$ cat src/rtl/rx_deserializer.sv
// Oversampling UART-style receiver: synchronizes serial_in, detects the start bit,
// samples each data bit near mid-bit and checks the stop bit.
module rx_deserializer #(
    parameter int data_length  = 8,
    parameter int dummy_period = 5
) (
    input  logic                   clk,
    input  logic                   prst,
    input  logic                   serial_in,
    output logic [data_length-1:0] rx_data,
    output logic                   rx_valid,
    output logic                   frame_error,
    output logic                   busy
);

    localparam int CNT_W = $clog2(dummy_period);
    localparam int IDX_W = (data_length > 1) ? $clog2(data_length) : 1;
    localparam logic [CNT_W-1:0] HALF_C     = CNT_W'((dummy_period - 1) / 2);
    localparam logic [CNT_W-1:0] LAST_C     = CNT_W'(dummy_period - 1);
    localparam logic [IDX_W-1:0] LAST_IDX_C = IDX_W'(data_length - 1);

    typedef enum logic [1:0] {
        IDLE  = 2'd0,
        START = 2'd1,
        DATA  = 2'd2,
        STOP  = 2'd3
    } state_t;

    logic                   sync_meta_r;
    logic                   sync_in_r;
    logic                   sync_prev_r;
    state_t                 state_r;
    logic [CNT_W-1:0]       cnt_r;
    logic [IDX_W-1:0]       idx_r;
    logic [data_length-1:0] shift_r;
    logic [data_length-1:0] rx_data_r;
    logic                   rx_valid_r;
    logic                   frame_error_r;

    // Two-flop synchronizer plus delayed copy for falling-edge detection; resets to idle-high.
    always_ff @(posedge clk) begin
        if (!prst) begin
            sync_meta_r <= 1'b1;
            sync_in_r   <= 1'b1;
            sync_prev_r <= 1'b1;
        end else begin
            sync_meta_r <= serial_in;
            sync_in_r   <= sync_meta_r;
            sync_prev_r <= sync_in_r;
        end
    end

    // Frame FSM with bit-period counter, bit index, shift register and registered pulses.
    always_ff @(posedge clk) begin
        if (!prst) begin
            state_r       <= IDLE;
            cnt_r         <= {CNT_W{1'b0}};
            idx_r         <= {IDX_W{1'b0}};
            shift_r       <= {data_length{1'b0}};
            rx_data_r     <= {data_length{1'b0}};
            rx_valid_r    <= 1'b0;
            frame_error_r <= 1'b0;
        end else begin
            rx_valid_r    <= 1'b0;
            frame_error_r <= 1'b0;
            case (state_r)
                IDLE: begin
                    if (sync_prev_r && !sync_in_r) begin
                        state_r <= START;
                        cnt_r   <= {CNT_W{1'b0}};
                    end else begin
                        state_r <= IDLE;
                    end
                end
                START: begin
                    if (cnt_r == HALF_C) begin
                        cnt_r <= {CNT_W{1'b0}};
                        idx_r <= {IDX_W{1'b0}};
                        // A start bit that is already high again at half-bit was a glitch.
                        if (!sync_in_r) begin
                            state_r <= DATA;
                        end else begin
                            state_r <= IDLE;
                        end
                    end else begin
                        cnt_r <= cnt_r + CNT_W'(1);
                    end
                end
                DATA: begin
                    if (cnt_r == LAST_C) begin
                        shift_r[idx_r] <= sync_in_r;
                        cnt_r          <= {CNT_W{1'b0}};
                        if (idx_r == LAST_IDX_C) begin
                            state_r <= STOP;
                            idx_r   <= {IDX_W{1'b0}};
                        end else begin
                            idx_r <= idx_r + IDX_W'(1);
                        end
                    end else begin
                        cnt_r <= cnt_r + CNT_W'(1);
                    end
                end
                STOP: begin
                    if (cnt_r == LAST_C) begin
                        cnt_r   <= {CNT_W{1'b0}};
                        state_r <= IDLE;
                        if (sync_in_r) begin
                            rx_data_r  <= shift_r;
                            rx_valid_r <= 1'b1;
                        end else begin
                            frame_error_r <= 1'b1;
                        end
                    end else begin
                        cnt_r <= cnt_r + CNT_W'(1);
                    end
                end
                default: begin
                    state_r <= IDLE;
                    cnt_r   <= {CNT_W{1'b0}};
                    idx_r   <= {IDX_W{1'b0}};
                end
            endcase
        end
    end

    assign rx_data     = rx_data_r;
    assign rx_valid    = rx_valid_r;
    assign frame_error = frame_error_r;
    assign busy        = (state_r != IDLE);

endmodule

$ cat config.mk
export PLATFORM = sky130hd
export DESIGN_NAME = rx_deserializer
export DESIGN_NICKNAME = d
export VERILOG_FILES = /design/src/rtl/rx_deserializer.sv
export SDC_FILE = /design/constraint.sdc
export NUM_CORES = 1
export LEC_CHECK = 0
export BUFFER_PORTS_ARGS = -buffer_cell sky130_fd_sc_hd__buf_2
export CAP_MARGIN = 20
export CORE_ASPECT_RATIO = 1.5
export CORE_UTILIZATION = 56
export CTS_BUF_LIST = sky130_fd_sc_hd__clkbuf_4 sky130_fd_sc_hd__clkbuf_8 sky130_fd_sc_hd__clkbuf_16
export DETAILED_ROUTE_END_ITERATION = 8
export PLACE_DENSITY = 0.82
export SYNTH_ARGS = -nofsm -noshare
export SYNTH_HDL_FRONTEND = slang
export SYNTH_SLANG_ARGS = --single-unit
$ cat constraint.sdc
create_clock -name clk -period 1.7 [get_ports clk]
set_input_delay 0.17 -clock clk [delete_from_list [all_inputs] [get_ports clk]]
set_output_delay 0.17 -clock clk [all_outputs]
set_load 0.02 [all_outputs]
* Word-level counts from Yosys, hierarchy flattened
Cells that the tools add are included.
Storage, ports and cells: register bits 29, input bits 3, output and inout bits 11, word-level logic and storage cells 57
Operators by class: add/sub/neg operators 2, order comparisons 2, eq/ne operators 11, mux-type cells 20, reductions and logical operators 12
Operators by type and width (count):
- 3-bit two-way mux | 6
- 2-bit two-way mux | 5
- 2-bit inequality test, second input constant | 5
- 3-bit case mux with 3 select lines | 1
- 3-bit AND reduction | 3
- 8-bit bitwise mux | 1
- 2-bit case mux with 4 select lines | 1
- 3-bit by 1-bit adder with 3-bit output, second input constant | 2
- 3-bit equality test, second input constant | 2
- 3-bit case mux with 2 select lines | 1
- 2-bit equality test, second input constant | 2
- 3-bit by 4-bit < comparator with 1-bit output, second input constant | 1
- 1-bit two-way mux | 4
- 4-bit AND reduction | 1
- 2-bit nonzero test | 2
- 1-bit demux with 3-bit select | 1
- 3-bit by 2-bit equality test with 1-bit output, second input constant | 1
- 3-bit by 1-bit greater-or-equal comparator with 1-bit output, second input constant | 1
- 2-bit by 1-bit equality test with 1-bit output, second input constant | 1
- 1-bit logical AND | 2
- 2-bit logical NOT | 1
- 2-bit AND reduction | 1
- 2-bit OR reduction | 1
- 1-bit logical NOT | 1

* Longest topological paths before layout
Gate-level depths: netlist of run 1.
depth in word-level cells 5, gate-level depth with buffers 7, mapped depth without buffers 6

* Worst setup path before layout of run 1
No wires, ideal clock.
path kind register to register, from register cnt_r[0], to register rx_data_r[0] (netlist: rx_data[0]), setup time 0.118 ns, data arrival time 1.329 ns, required time 1.582 ns, setup slack 0.253 ns, stages on the path, launching flop included 8, path buffers 1, clock period less this slack 1.447 ns, path through dfxtp_1 inv_1 ha_1 nand4_1 or2_2 buf_6 mux2i_1 nor2_1
Between the ends: word-level cells in the longest chain between the ends 2
RTL lines:
- start: declaration | RTL line 33 | logic [CNT_W-1:0] cnt_r;
- start signal: assignment | RTL line 57 | cnt_r <= {CNT_W{1'b0}};
- start signal: assignment | RTL line 70 | cnt_r <= {CNT_W{1'b0}};
- start signal: assignment | RTL line 77 | cnt_r <= {CNT_W{1'b0}};
- 3-bit equality test | RTL line 104 | if (cnt_r == LAST_C) begin
- 3-bit AND reduction (no source line)
- end signal: assignment | RTL line 60 | rx_data_r <= {data_length{1'b0}};
- end signal: assignment | RTL line 108 | rx_data_r <= shift_r;
- end: declaration | RTL line 36 | logic [data_length-1:0] rx_data_r;
No other way between the ends. A chain may end at the register's enable or synchronous reset.

* Final worst setup path of run 1
from register cnt_r[0], to register shift_r[2]
Between the ends: word-level cells in the longest chain between the ends 2
RTL lines:
- 3-bit equality test | RTL line 90 | if (cnt_r == LAST_C) begin
- 2-bit AND reduction (no source line)
- end signal: assignment | RTL line 59 | shift_r <= {data_length{1'b0}};
- end signal: indexed assignment | RTL line 91 | shift_r[idx_r] <= sync_in_r;
- end: declaration | RTL line 35 | logic [data_length-1:0] shift_r;
No other way between the ends.

==> results of run 1 <==
==> worst max path at each step <==
stage	start	endpoint	slack, ps	cells after the start
global route	cnt_r[0]$_SDFFE_PN0P_	shift_r[0]$_SDFFE_PN0P_	3	5
floorplan	cnt_r[0]$_SDFFE_PN0P_	rx_data[0]$_SDFFE_PN0P_	250	7
finish	cnt_r[0]$_SDFFE_PN0P_	shift_r[2]$_SDFFE_PN0P_	140	6
global placement	cnt_r[0]$_SDFFE_PN0P_	rx_data[4]$_SDFFE_PN0P_	170	6
CTS	cnt_r[0]$_SDFFE_PN0P_	rx_data[2]$_SDFFE_PN0P_	70	6
detailed placement	cnt_r[0]$_SDFFE_PN0P_	rx_data[5]$_SDFFE_PN0P_	90	6
==> metal layers <==
layer,track usage,wire [um],vias to the layer above
met5,0,0,-
met4,0.1521,54,0
met3,0.09890,79,4
met2,0.3973,1257,16
met1,0.2079,867,454
li1,-,-,496
==> sequential cells by signal (all words and copies together) (netlist names), named ones only <==
name and flops:
frame_error 1, sync_in_r 1, rx_valid 1, state_r 1, idx_r 3, sync_meta_r 1, cnt_r 3, sync_prev_r 1
shift_r 8, rx_data 8
==> layout make-up <==
| class | instances | area [um^2] |
|---|---|---|
| multi-input combinational | 93 | 639.4 |
| inverter | 6 | 22.52 |
| clock buffer | 7 | 58.81 |
| fill | 195 | 797.0 |
| tap | 23 | 28.78 |
| timing repair buffer | 15 | 80.08 |
| sequential | 29 | 580.6 |
==> power breakdown <==
| group | leakage (nW) | total, mW | internal, mW | switching (mW) |
|---|---|---|---|---|
| logic | 0.371 | 0.0422 | 0.0137 | 0.0285 |
| clock network | 0.0348 | 0.430 | 0.211 | 0.220 |
| registers | 0.234 | 0.689 | 0.684 | 0.00493 |
| total | 0.640 | 1.16 | 0.909 | 0.253 |
==> Yosys cell counts <==
library cell / number / area share
sky130_fd_sc_hd__nor2_1: 12 / 0.035
sky130_fd_sc_hd__nand4_1: 2 / 0.0097
sky130_fd_sc_hd__o31ai_1: 3 / 0.017
sky130_fd_sc_hd__nor3b_1: 1 / 0.0058
sky130_fd_sc_hd__mux2i_1: 14 / 0.11
sky130_fd_sc_hd__or2_2: 1 / 0.0048
sky130_fd_sc_hd__dfxtp_1: 29 / 0.45
sky130_fd_sc_hd__a21oi_1: 2 / 0.0077
sky130_fd_sc_hd__a31oi_1: 2 / 0.0097
sky130_fd_sc_hd__buf_4: 2 / 0.012
sky130_fd_sc_hd__clkinv_1: 1 / 0.0029
sky130_fd_sc_hd__o21ai_1: 1 / 0.0039
sky130_fd_sc_hd__nand2_1: 17 / 0.049
sky130_fd_sc_hd__and4b_2: 1 / 0.0087
sky130_fd_sc_hd__nand2b_4: 1 / 0.011
sky130_fd_sc_hd__ha_1: 5 / 0.048
sky130_fd_sc_hd__buf_2: 3 / 0.012
sky130_fd_sc_hd__o21ai_0: 3 / 0.012
sky130_fd_sc_hd__o22ai_1: 1 / 0.0048
sky130_fd_sc_hd__a211oi_1: 1 / 0.0058
sky130_fd_sc_hd__nand3_1: 8 / 0.031
sky130_fd_sc_hd__nor2b_1: 1 / 0.0048
sky130_fd_sc_hd__nor3b_2: 2 / 0.019
sky130_fd_sc_hd__o21a_1: 1 / 0.0058
sky130_fd_sc_hd__nand2b_1: 3 / 0.015
sky130_fd_sc_hd__o211ai_1: 1 / 0.0058
sky130_fd_sc_hd__buf_6: 3 / 0.026
sky130_fd_sc_hd__inv_1: 5 / 0.015
sky130_fd_sc_hd__and2_1: 1 / 0.0048
sky130_fd_sc_hd__a21oi_2: 1 / 0.0068
sky130_fd_sc_hd__o41ai_1: 1 / 0.0068
sky130_fd_sc_hd__and2_4: 1 / 0.0068
sky130_fd_sc_hd__and2b_2: 1 / 0.0068
sky130_fd_sc_hd__o311ai_1: 1 / 0.0068
sky130_fd_sc_hd__nand3b_1: 4 / 0.023
==> placed cells by master (no fill, tap or decap), types with 2 or more instances in the layout <==
cell                       count
sky130_fd_sc_hd__a21oi_1       2
sky130_fd_sc_hd__nand2b_1      3
sky130_fd_sc_hd__nand3b_1      4
sky130_fd_sc_hd__o21ai_0       3
sky130_fd_sc_hd__buf_4         2
sky130_fd_sc_hd__clkbuf_4      6
sky130_fd_sc_hd__nor3b_2       2
sky130_fd_sc_hd__a31oi_1       2
sky130_fd_sc_hd__inv_1         5
sky130_fd_sc_hd__nand4_1       2
sky130_fd_sc_hd__mux2i_1      14
sky130_fd_sc_hd__buf_2        13
sky130_fd_sc_hd__ha_1          4
sky130_fd_sc_hd__nand3_1       8
sky130_fd_sc_hd__dfxtp_1      29
sky130_fd_sc_hd__nor2_1       12
sky130_fd_sc_hd__nand2_1      17
sky130_fd_sc_hd__o31ai_1       3
==> cell families after synthesis <==
logic type	Yosys count
buffers and inverters	14
muxes	14
and+or+nand+nor	56
adders and majority gates	5
DFF	29
AOI/OAI and AO/OA	18
==> metrics by stage <==
step	utilization	cells	power, mW	hold WS, ps	setup slack, ps
floorplan	-	136	0.7370	271.5	252.7
global placement	0.6066	166	0.7452	349.2	170.1
detailed placement	0.6066	166	0.7469	354.5	90.21
CTS	0.6332	173	1.179	4.605	70.58
global route	0.6389	173	1.214	16.67	2.768
finish	0.6389	173	1.162	21.03	143.9
==> report_table.html, run 1 <==
<table>
<tr><th>Metric</th><th>Value</th></tr>
<tr><th colspan="2">Run status</th></tr>
<tr><td>Run status</td><td>completed</td></tr>
<tr><th colspan="2">STA</th></tr>
<tr><td>Setup repair after global routing missed its margin</td><td>no</td></tr>
<tr><td>Worst Tran Pin Value</td><td>approximately 370 ps</td></tr>
<tr><td>Setup clock skew after layout</td><td>around 4 ps</td></tr>
<tr><td>Highest achievable clock rate</td><td>around 640 MHz</td></tr>
<tr><td>Share of the clock period used by the worst path after layout</td><td>0.9153</td></tr>
<tr><td>Final hold violation count</td><td>0</td></tr>
<tr><td>Total negative slack</td><td>0 ps</td></tr>
<tr><td>Final setup viols</td><td>0</td></tr>
<tr><td>Minimum clock period</td><td>between 1500 and 2000 ps</td></tr>
<tr><td>Slew margin rel.</td><td>0.7500</td></tr>
<tr><td>Slew Limit Fails</td><td>0</td></tr>
<tr><th colspan="2">Worst setup path</th></tr>
<tr><td>Minimum setup slack among reg-to-reg paths</td><td>140 ps</td></tr>
<tr><td>Critical setup path kind</td><td>flip-flop to flip-flop</td></tr>
<tr><td>Number of buffers and inverters on the critical path</td><td>1</td></tr>
<tr><td>Crit-path max cell delay</td><td>between 300 and 400 ps</td></tr>
<tr><td>Required time of the critical path</td><td>slightly below 2000 ps</td></tr>
<tr><td>Kind of end point of the critical path</td><td>flip-flop</td></tr>
<tr><td>Largest delay contributor family on the critical path</td><td>simple AND/OR/NAND/NOR gates</td></tr>
<tr><td>Count of cells along the worst register-to-register path</td><td>6</td></tr>
<tr><td>Top fanout value on the critical path</td><td>6</td></tr>
<tr><td>CP arrival</td><td>~1800 ps</td></tr>
<tr><td>CP Launch Type</td><td>flip-flop</td></tr>
<tr><td>Source of the worst register-to-register timing path</td><td>cnt_r[0]$_SDFFE_PN0P_</td></tr>
<tr><td>Worst r2r dst</td><td>shift_r[2]$_SDFFE_PN0P_</td></tr>
<tr><td>Critical path, cell by cell</td><td>inv_1 -&gt; ha_2 -&gt; and4b_2 -&gt; nand2b_4 -&gt; nor3b_2 -&gt; mux2i_1</td></tr>
<tr><td>Critical-path cell with the highest stage delay</td><td>sky130_fd_sc_hd__dfxtp_1</td></tr>
<tr><th colspan="2">Global routing</th></tr>
<tr><td>Combined global-route utilization of all metal layers</td><td>0.2325</td></tr>
<tr><td>Initial antenna violation count</td><td>0</td></tr>
<tr><td>Via count of the first global-routing pass</td><td>~870</td></tr>
<tr><td>Wire length of the first global-routing pass</td><td>roughly 3700 um</td></tr>
<tr><td>Total overflow reported by the global router</td><td>0</td></tr>
<tr><td>Pin count of the biggest net entering global routing</td><td>14</td></tr>
<tr><th colspan="2">Yosys</th></tr>
<tr><td>Syn_area_per_cell</td><td>approximately 9.5 um^2</td></tr>
<tr><td>Share of the yosys chip area belonging to registers</td><td>0.4487</td></tr>
<tr><td>Adder-cell area share of the yosys netlist</td><td>0.04836</td></tr>
<tr><td>Number of synthesized register bits</td><td>29</td></tr>
<tr><td>Basic-gate share of the synthesized area counting and, or, nand and nor cells</td><td>0.2350</td></tr>
<tr><td>Main combinational cell family by area after synthesis</td><td>simple AND/OR/NAND/NOR gates</td></tr>
<tr><td>Synthesized instance count</td><td>about 140</td></tr>
<tr><td>Synth warnings</td><td>0</td></tr>
<tr><td>Syn Nets</td><td>between 100 and 150</td></tr>
<tr><td>Synth Area in XOR/XNOR</td><td>0</td></tr>
<tr><td>Post-Syn Area</td><td>between 0.001 and 0.0015 mm^2</td></tr>
<tr><td>Number of unique standard cell types used by synthesis</td><td>35</td></tr>
<tr><td>Post-synthesis mux area share</td><td>0.1083</td></tr>
<tr><td>Compound-cell area share of the yosys netlist</td><td>0.09284</td></tr>
<tr><th colspan="2">Hold path</th></tr>
<tr><td>Class of the most critical hold timing path</td><td>input port to flip-flop</td></tr>
<tr><td>End point of the worst hold path</td><td>sync_meta_r$_SDFF_PN1_</td></tr>
<tr><td>Hold path depth</td><td>2</td></tr>
<tr><td>Min-delay src</td><td>serial_in</td></tr>
<tr><th colspan="2">Die</th></tr>
<tr><td>I/O pins</td><td>14</td></tr>
<tr><td>Die area</td><td>0.002510 mm^2</td></tr>
<tr><td>Effective utilization at floorplan</td><td>0.5862</td></tr>
<tr><td>Width of the die</td><td>41.25 um</td></tr>
<tr><td>Cell Rows</td><td>21</td></tr>
<tr><td>Area of the placeable core</td><td>between 0.002 and 0.0025 mm^2</td></tr>
<tr><td>Die boundary height</td><td>between 60 and 70 um</td></tr>
<tr><th colspan="2">Final layout</th></tr>
<tr><td>Final #Nets</td><td>between 150 and 200</td></tr>
<tr><td>Post-route cell area</td><td>0.001410 mm^2</td></tr>
<tr><td>Share of post-route cells with drive strength above 1</td><td>0.2133</td></tr>
<tr><td>Area growth from synthesis to layout</td><td>8.994%</td></tr>
<tr><td># diodes</td><td>0</td></tr>
<tr><th colspan="2">Flow run</th></tr>
<tr><td>MaxCap Viol Count</td><td>0</td></tr>
<tr><th colspan="2">Clocking</th></tr>
<tr><td>Number of clock buffers inserted by TritonCTS</td><td>5</td></tr>
<tr><td>Clock edge transition at the registers on the reported setup and hold paths</td><td>around 80 ps</td></tr>
<tr><td>TritonCTS clock tree</td><td>built</td></tr>
<tr><td>Sink count of the clock tree</td><td>29</td></tr>
<tr><td>Cells resized by post-CTS repair</td><td>0</td></tr>
<tr><td>Longest Clk Path Bufs</td><td>2</td></tr>
<tr><td>Post-CTS setup buffers</td><td>0</td></tr>
<tr><td>Hold Buf Count CTS</td><td>0</td></tr>
<tr><td>Worst-Skew Late Latency</td><td>320 ps</td></tr>
<tr><td>Clock tree root buffer cell</td><td>sky130_fd_sc_hd__clkbuf_4</td></tr>
<tr><td>Number of H-tree levels</td><td>2</td></tr>
<tr><th colspan="2">Detailed routing</th></tr>
<tr><td>Vias after detailed routing</td><td>970</td></tr>
<tr><td>Iter 0 DRT Violations</td><td>14</td></tr>
<tr><td>Number of routed nets with antenna violations</td><td>0</td></tr>
<tr><td>First-pass DRT Iterations</td><td>4</td></tr>
<tr><td>Number of DRC violations after detailed routing</td><td>0</td></tr>
<tr><td>Routed wirelength normalized by instance count</td><td>around 13 um</td></tr>
<tr><td>DRT Wirelength</td><td>between 2000 and 2500 um</td></tr>
<tr><td>Mean number of vias per cell</td><td>5.607</td></tr>
<tr><th colspan="2">Placed design</th></tr>
<tr><td>Placer Congestion</td><td>roughly 0.78</td></tr>
<tr><td>Post-Place Cell Area</td><td>around 0.0013 mm^2</td></tr>
<tr><td>Sum of net half-perimeters after detailed placement</td><td>between 1500 and 2000 um</td></tr>
<tr><td>Buffers on Ports</td><td>13</td></tr>
<tr><th colspan="2">Power and ir drop</th></tr>
<tr><td>Leak</td><td>between 0.6 and 0.7 nW</td></tr>
<tr><td>Power density normalized to cell area</td><td>between 800 and 900 mW/mm^2</td></tr>
<tr><td>Maximum ir drop on the vdd rail</td><td>around 0.6 mV</td></tr>
</table>
Power figures use the tool's default switching activity.
==> run 2, diff against run 1 <==
==> constraint.sdc (replaced) <==
create_clock -name clk -period 1.5 [get_ports clk]
set_input_delay 0.3 -clock clk [delete_from_list [all_inputs] [get_ports clk]]
set_output_delay 0.3 -clock clk [all_outputs]
set_load 0.02 [all_outputs]
==> report_table.html, run 2 (synthesis gave the netlist of run 1 again) <==
<table>
<tr><th>Metric</th><th>Value</th></tr>
<tr><th colspan="2">Final layout</th></tr>
<tr><td>Share of post-route cells with drive strength above 1</td><td>0.3395</td></tr>
<tr><td>Commonest cells after routing, fill and taps aside</td><td>sky130_fd_sc_hd__dfxtp_1 (24), sky130_fd_sc_hd__nand2_1 (17), sky130_fd_sc_hd__mux2i_1 (14), sky130_fd_sc_hd__buf_2 (13), sky130_fd_sc_hd__buf_4 (12)</td></tr>
<tr><td>Area growth from synthesis to layout</td><td>20.70%</td></tr>
<tr><td>Final #Nets</td><td>169</td></tr>
<tr><td>Commonest non-fill, non-tap cell in the layout</td><td>sky130_fd_sc_hd__dfxtp_1</td></tr>
<tr><td># diodes</td><td>0</td></tr>
<tr><td>Combined area of the multi-input logic cells</td><td>684.4 um^2</td></tr>
<tr><td>Storage element area</td><td>between 500 and 600 um^2</td></tr>
<tr><td>Fill cell count</td><td>between 150 and 200</td></tr>
<tr><td>End-of-flow core utilization</td><td>0.7075</td></tr>
<tr><th colspan="2">Clocking</th></tr>
<tr><td>Hold Buf Count CTS</td><td>0</td></tr>
<tr><td>Sink count of the clock tree</td><td>29</td></tr>
<tr><td>Clock edge transition at the registers on the reported setup and hold paths</td><td>about 90 ps</td></tr>
<tr><td>Number of clock buffers inserted by TritonCTS</td><td>5</td></tr>
<tr><td>Longest Clk Path Bufs</td><td>2</td></tr>
<tr><td>Clock tree root buffer cell</td><td>sky130_fd_sc_hd__clkbuf_4</td></tr>
<tr><td>Worst-Skew Late Latency</td><td>approximately 340 ps</td></tr>
<tr><td>Number of H-tree levels</td><td>2</td></tr>
<tr><td>TritonCTS clock tree</td><td>built</td></tr>
<tr><th colspan="2">Detailed routing</th></tr>
<tr><td>Number of routed nets with antenna violations</td><td>0</td></tr>
<tr><td>Mean number of vias per cell</td><td>5.703</td></tr>
<tr><td>Routed wirelength normalized by instance count</td><td>14.60 um</td></tr>
<tr><td>DRT Wirelength</td><td>~2700 um</td></tr>
<tr><td>Iter 0 DRT Violations</td><td>24</td></tr>
<tr><td>Number of DRC violations after detailed routing</td><td>0</td></tr>
<tr><td>First-pass DRT Iterations</td><td>4</td></tr>
<tr><td>Vias after detailed routing</td><td>about 1100</td></tr>
<tr><th colspan="2">Worst setup path</th></tr>
<tr><td>Number of buffers and inverters on the critical path</td><td>1</td></tr>
<tr><td>Critical-path cell with the highest stage delay</td><td>sky130_fd_sc_hd__dfxtp_2</td></tr>
<tr><td>CP arrival</td><td>roughly 1700 ps</td></tr>
<tr><td>Required time of the critical path</td><td>between 1500 and 2000 ps</td></tr>
<tr><td>Critical path, cell by cell</td><td>inv_2 -&gt; ha_4 -&gt; and4b_2 -&gt; nand2b_4 -&gt; nor3b_2 -&gt; mux2i_1</td></tr>
<tr><td>Kind of end point of the critical path</td><td>flip-flop</td></tr>
<tr><td>Largest delay contributor family on the critical path</td><td>simple AND/OR/NAND/NOR gates</td></tr>
<tr><td>Crit-path max cell delay</td><td>between 300 and 400 ps</td></tr>
<tr><td>Top fanout value on the critical path</td><td>6</td></tr>
<tr><td>CP Launch Type</td><td>flip-flop</td></tr>
<tr><td>Critical setup path kind</td><td>flip-flop to flip-flop</td></tr>
<tr><th colspan="2">STA</th></tr>
<tr><td>Setup clock skew after layout</td><td>8.896 ps</td></tr>
<tr><td>Final hold violation count</td><td>0</td></tr>
<tr><td>Minimum clock period</td><td>roughly 1500 ps</td></tr>
<tr><td>Highest achievable clock rate</td><td>684.0 MHz</td></tr>
<tr><td>Slew Limit Fails</td><td>0</td></tr>
<tr><td>Worst Tran Pin Value</td><td>~280 ps</td></tr>
<tr><td>Slew margin rel.</td><td>0.8115</td></tr>
<tr><td>Final setup viols</td><td>0</td></tr>
<tr><td>Final critical-path setup slack</td><td>roughly 38 ps</td></tr>
<tr><td>Share of the clock period used by the worst path after layout</td><td>0.9747</td></tr>
<tr><td>Total negative slack</td><td>0 ps</td></tr>
<tr><td>Minimum hold slack</td><td>between 100 and 150 ps</td></tr>
<tr><th colspan="2">Flow run</th></tr>
<tr><td>MaxCap Viol Count</td><td>0</td></tr>
<tr><th colspan="2">Power and ir drop</th></tr>
<tr><td>Power density normalized to cell area</td><td>between 800 and 900 mW/mm^2</td></tr>
<tr><td>Maximum ir drop on the vdd rail</td><td>~0.65 mV</td></tr>
<tr><td>Leak</td><td>about 0.7 nW</td></tr>
<tr><th colspan="2">Placed design</th></tr>
<tr><td>Sum of net half-perimeters after detailed placement</td><td>1765 um</td></tr>
<tr><td>Buffers on Ports</td><td>13</td></tr>
<tr><td>Post-placement setup slack</td><td>-145.5 ps</td></tr>
<tr><td>Placer Congestion</td><td>0.8208</td></tr>
<tr><th colspan="2">Die</th></tr>
<tr><td>Effective utilization at floorplan</td><td>0.5862</td></tr>
<tr><td>Cell Rows</td><td>21</td></tr>
<tr><td>Width of the die</td><td>just over 40 um</td></tr>
<tr><td>Die boundary height</td><td>60.87 um</td></tr>
<tr><td>I/O pins</td><td>14</td></tr>
<tr><td>Area of the placeable core</td><td>0.002207 mm^2</td></tr>
<tr><td>Die area</td><td>between 0.002 and 0.003 mm^2</td></tr>
<tr><th colspan="2">Hold path</th></tr>
<tr><td>Class of the most critical hold timing path</td><td>input port to flip-flop</td></tr>
<tr><th colspan="2">Run status</th></tr>
<tr><td>Run status</td><td>completed</td></tr>
<tr><th colspan="2">Global routing</th></tr>
<tr><td>Via count of the first global-routing pass</td><td>~930</td></tr>
<tr><td>Initial antenna violation count</td><td>0</td></tr>
<tr><td>Pin count of the biggest net entering global routing</td><td>14</td></tr>
<tr><td>Wire length of the first global-routing pass</td><td>about 3700 um</td></tr>
<tr><td>Combined global-route utilization of all metal layers</td><td>0.2292</td></tr>
<tr><td>Total overflow reported by the global router</td><td>0</td></tr>
</table>
[run 2: routing by layer]
| layer | global-route usage | part of all wire | up-vias |
|---|---|---|---|
| li1 | - | - | 514 |
| met1 | 0.2111 | 0.38 | 507 |
| met2 | 0.3973 | 0.55 | 25 |
| met3 | 0.09890 | 0.038 | 9 |
| met4 | 0.1244 | 0.033 | 0 |
| met5 | 0 | 0 | - |
[run 2: worst register-to-register path: stages (launching register included)]
cell and delay [ps]:
sky130_fd_sc_hd__dfxtp_2 340, sky130_fd_sc_hd__inv_2 90, sky130_fd_sc_hd__ha_4 160, sky130_fd_sc_hd__and4b_2 300, sky130_fd_sc_hd__nand2b_4 100, sky130_fd_sc_hd__nor3b_2 210, sky130_fd_sc_hd__mux2i_1 200
[run 2: layout make-up]
class | count | share of cell area
Multi-Input combinational cell | 93 | 0.4383
Sequential cell | 29 | 0.3774
Inverter | 6 | 0.01442
Clock inverter | 1 | 0.003205
Clock buffer | 7 | 0.04167
Timing Repair Buffer | 26 | 0.1066
Tap cell | 23 | 0.01843
[run 2: worst paths after layout]
path                     startpoint                 endpoint  slack [ps]  cells past startpoint
max reg2reg   cnt_r[0]$_SDFFE_PN0P_  shift_r[2]$_SDFFE_PN0P_          40                      6
min                       serial_in   sync_meta_r$_SDFF_PN1_         140                      2
max           cnt_r[0]$_SDFFE_PN0P_  shift_r[2]$_SDFFE_PN0P_          40                      6
min reg2reg  sync_meta_r$_SDFF_PN1_     sync_in_r$_SDFF_PN1_         410                      1
[run 2: timing repair]
action                     CTS  global route
setup buffers                1             4
pin swaps                    0             3
setup endpoints to repair   18            16
resized for setup            9            12
[run 2: through the flow]
stage          cell area, um^2  cells  power [mW]
2_1_floorplan             1294    136      0.8352
3_3_place_gp              1384    172      0.8489
3_5_place_dp              1384    172      0.8518
4_1_cts                   1500    181       1.392
5_1_grt                   1562    185       1.435
6_report                  1562    185       1.393
[run 2: where the power goes]
group / internal, mW / switching, mW / leakage [nW] / total, mW
sequential: 0.774 / 0.00330 / 0.237 / 0.778
combinational: 0.0259 / 0.0419 / 0.439 / 0.0677
clock: 0.271 / 0.277 / 0.0413 / 0.548
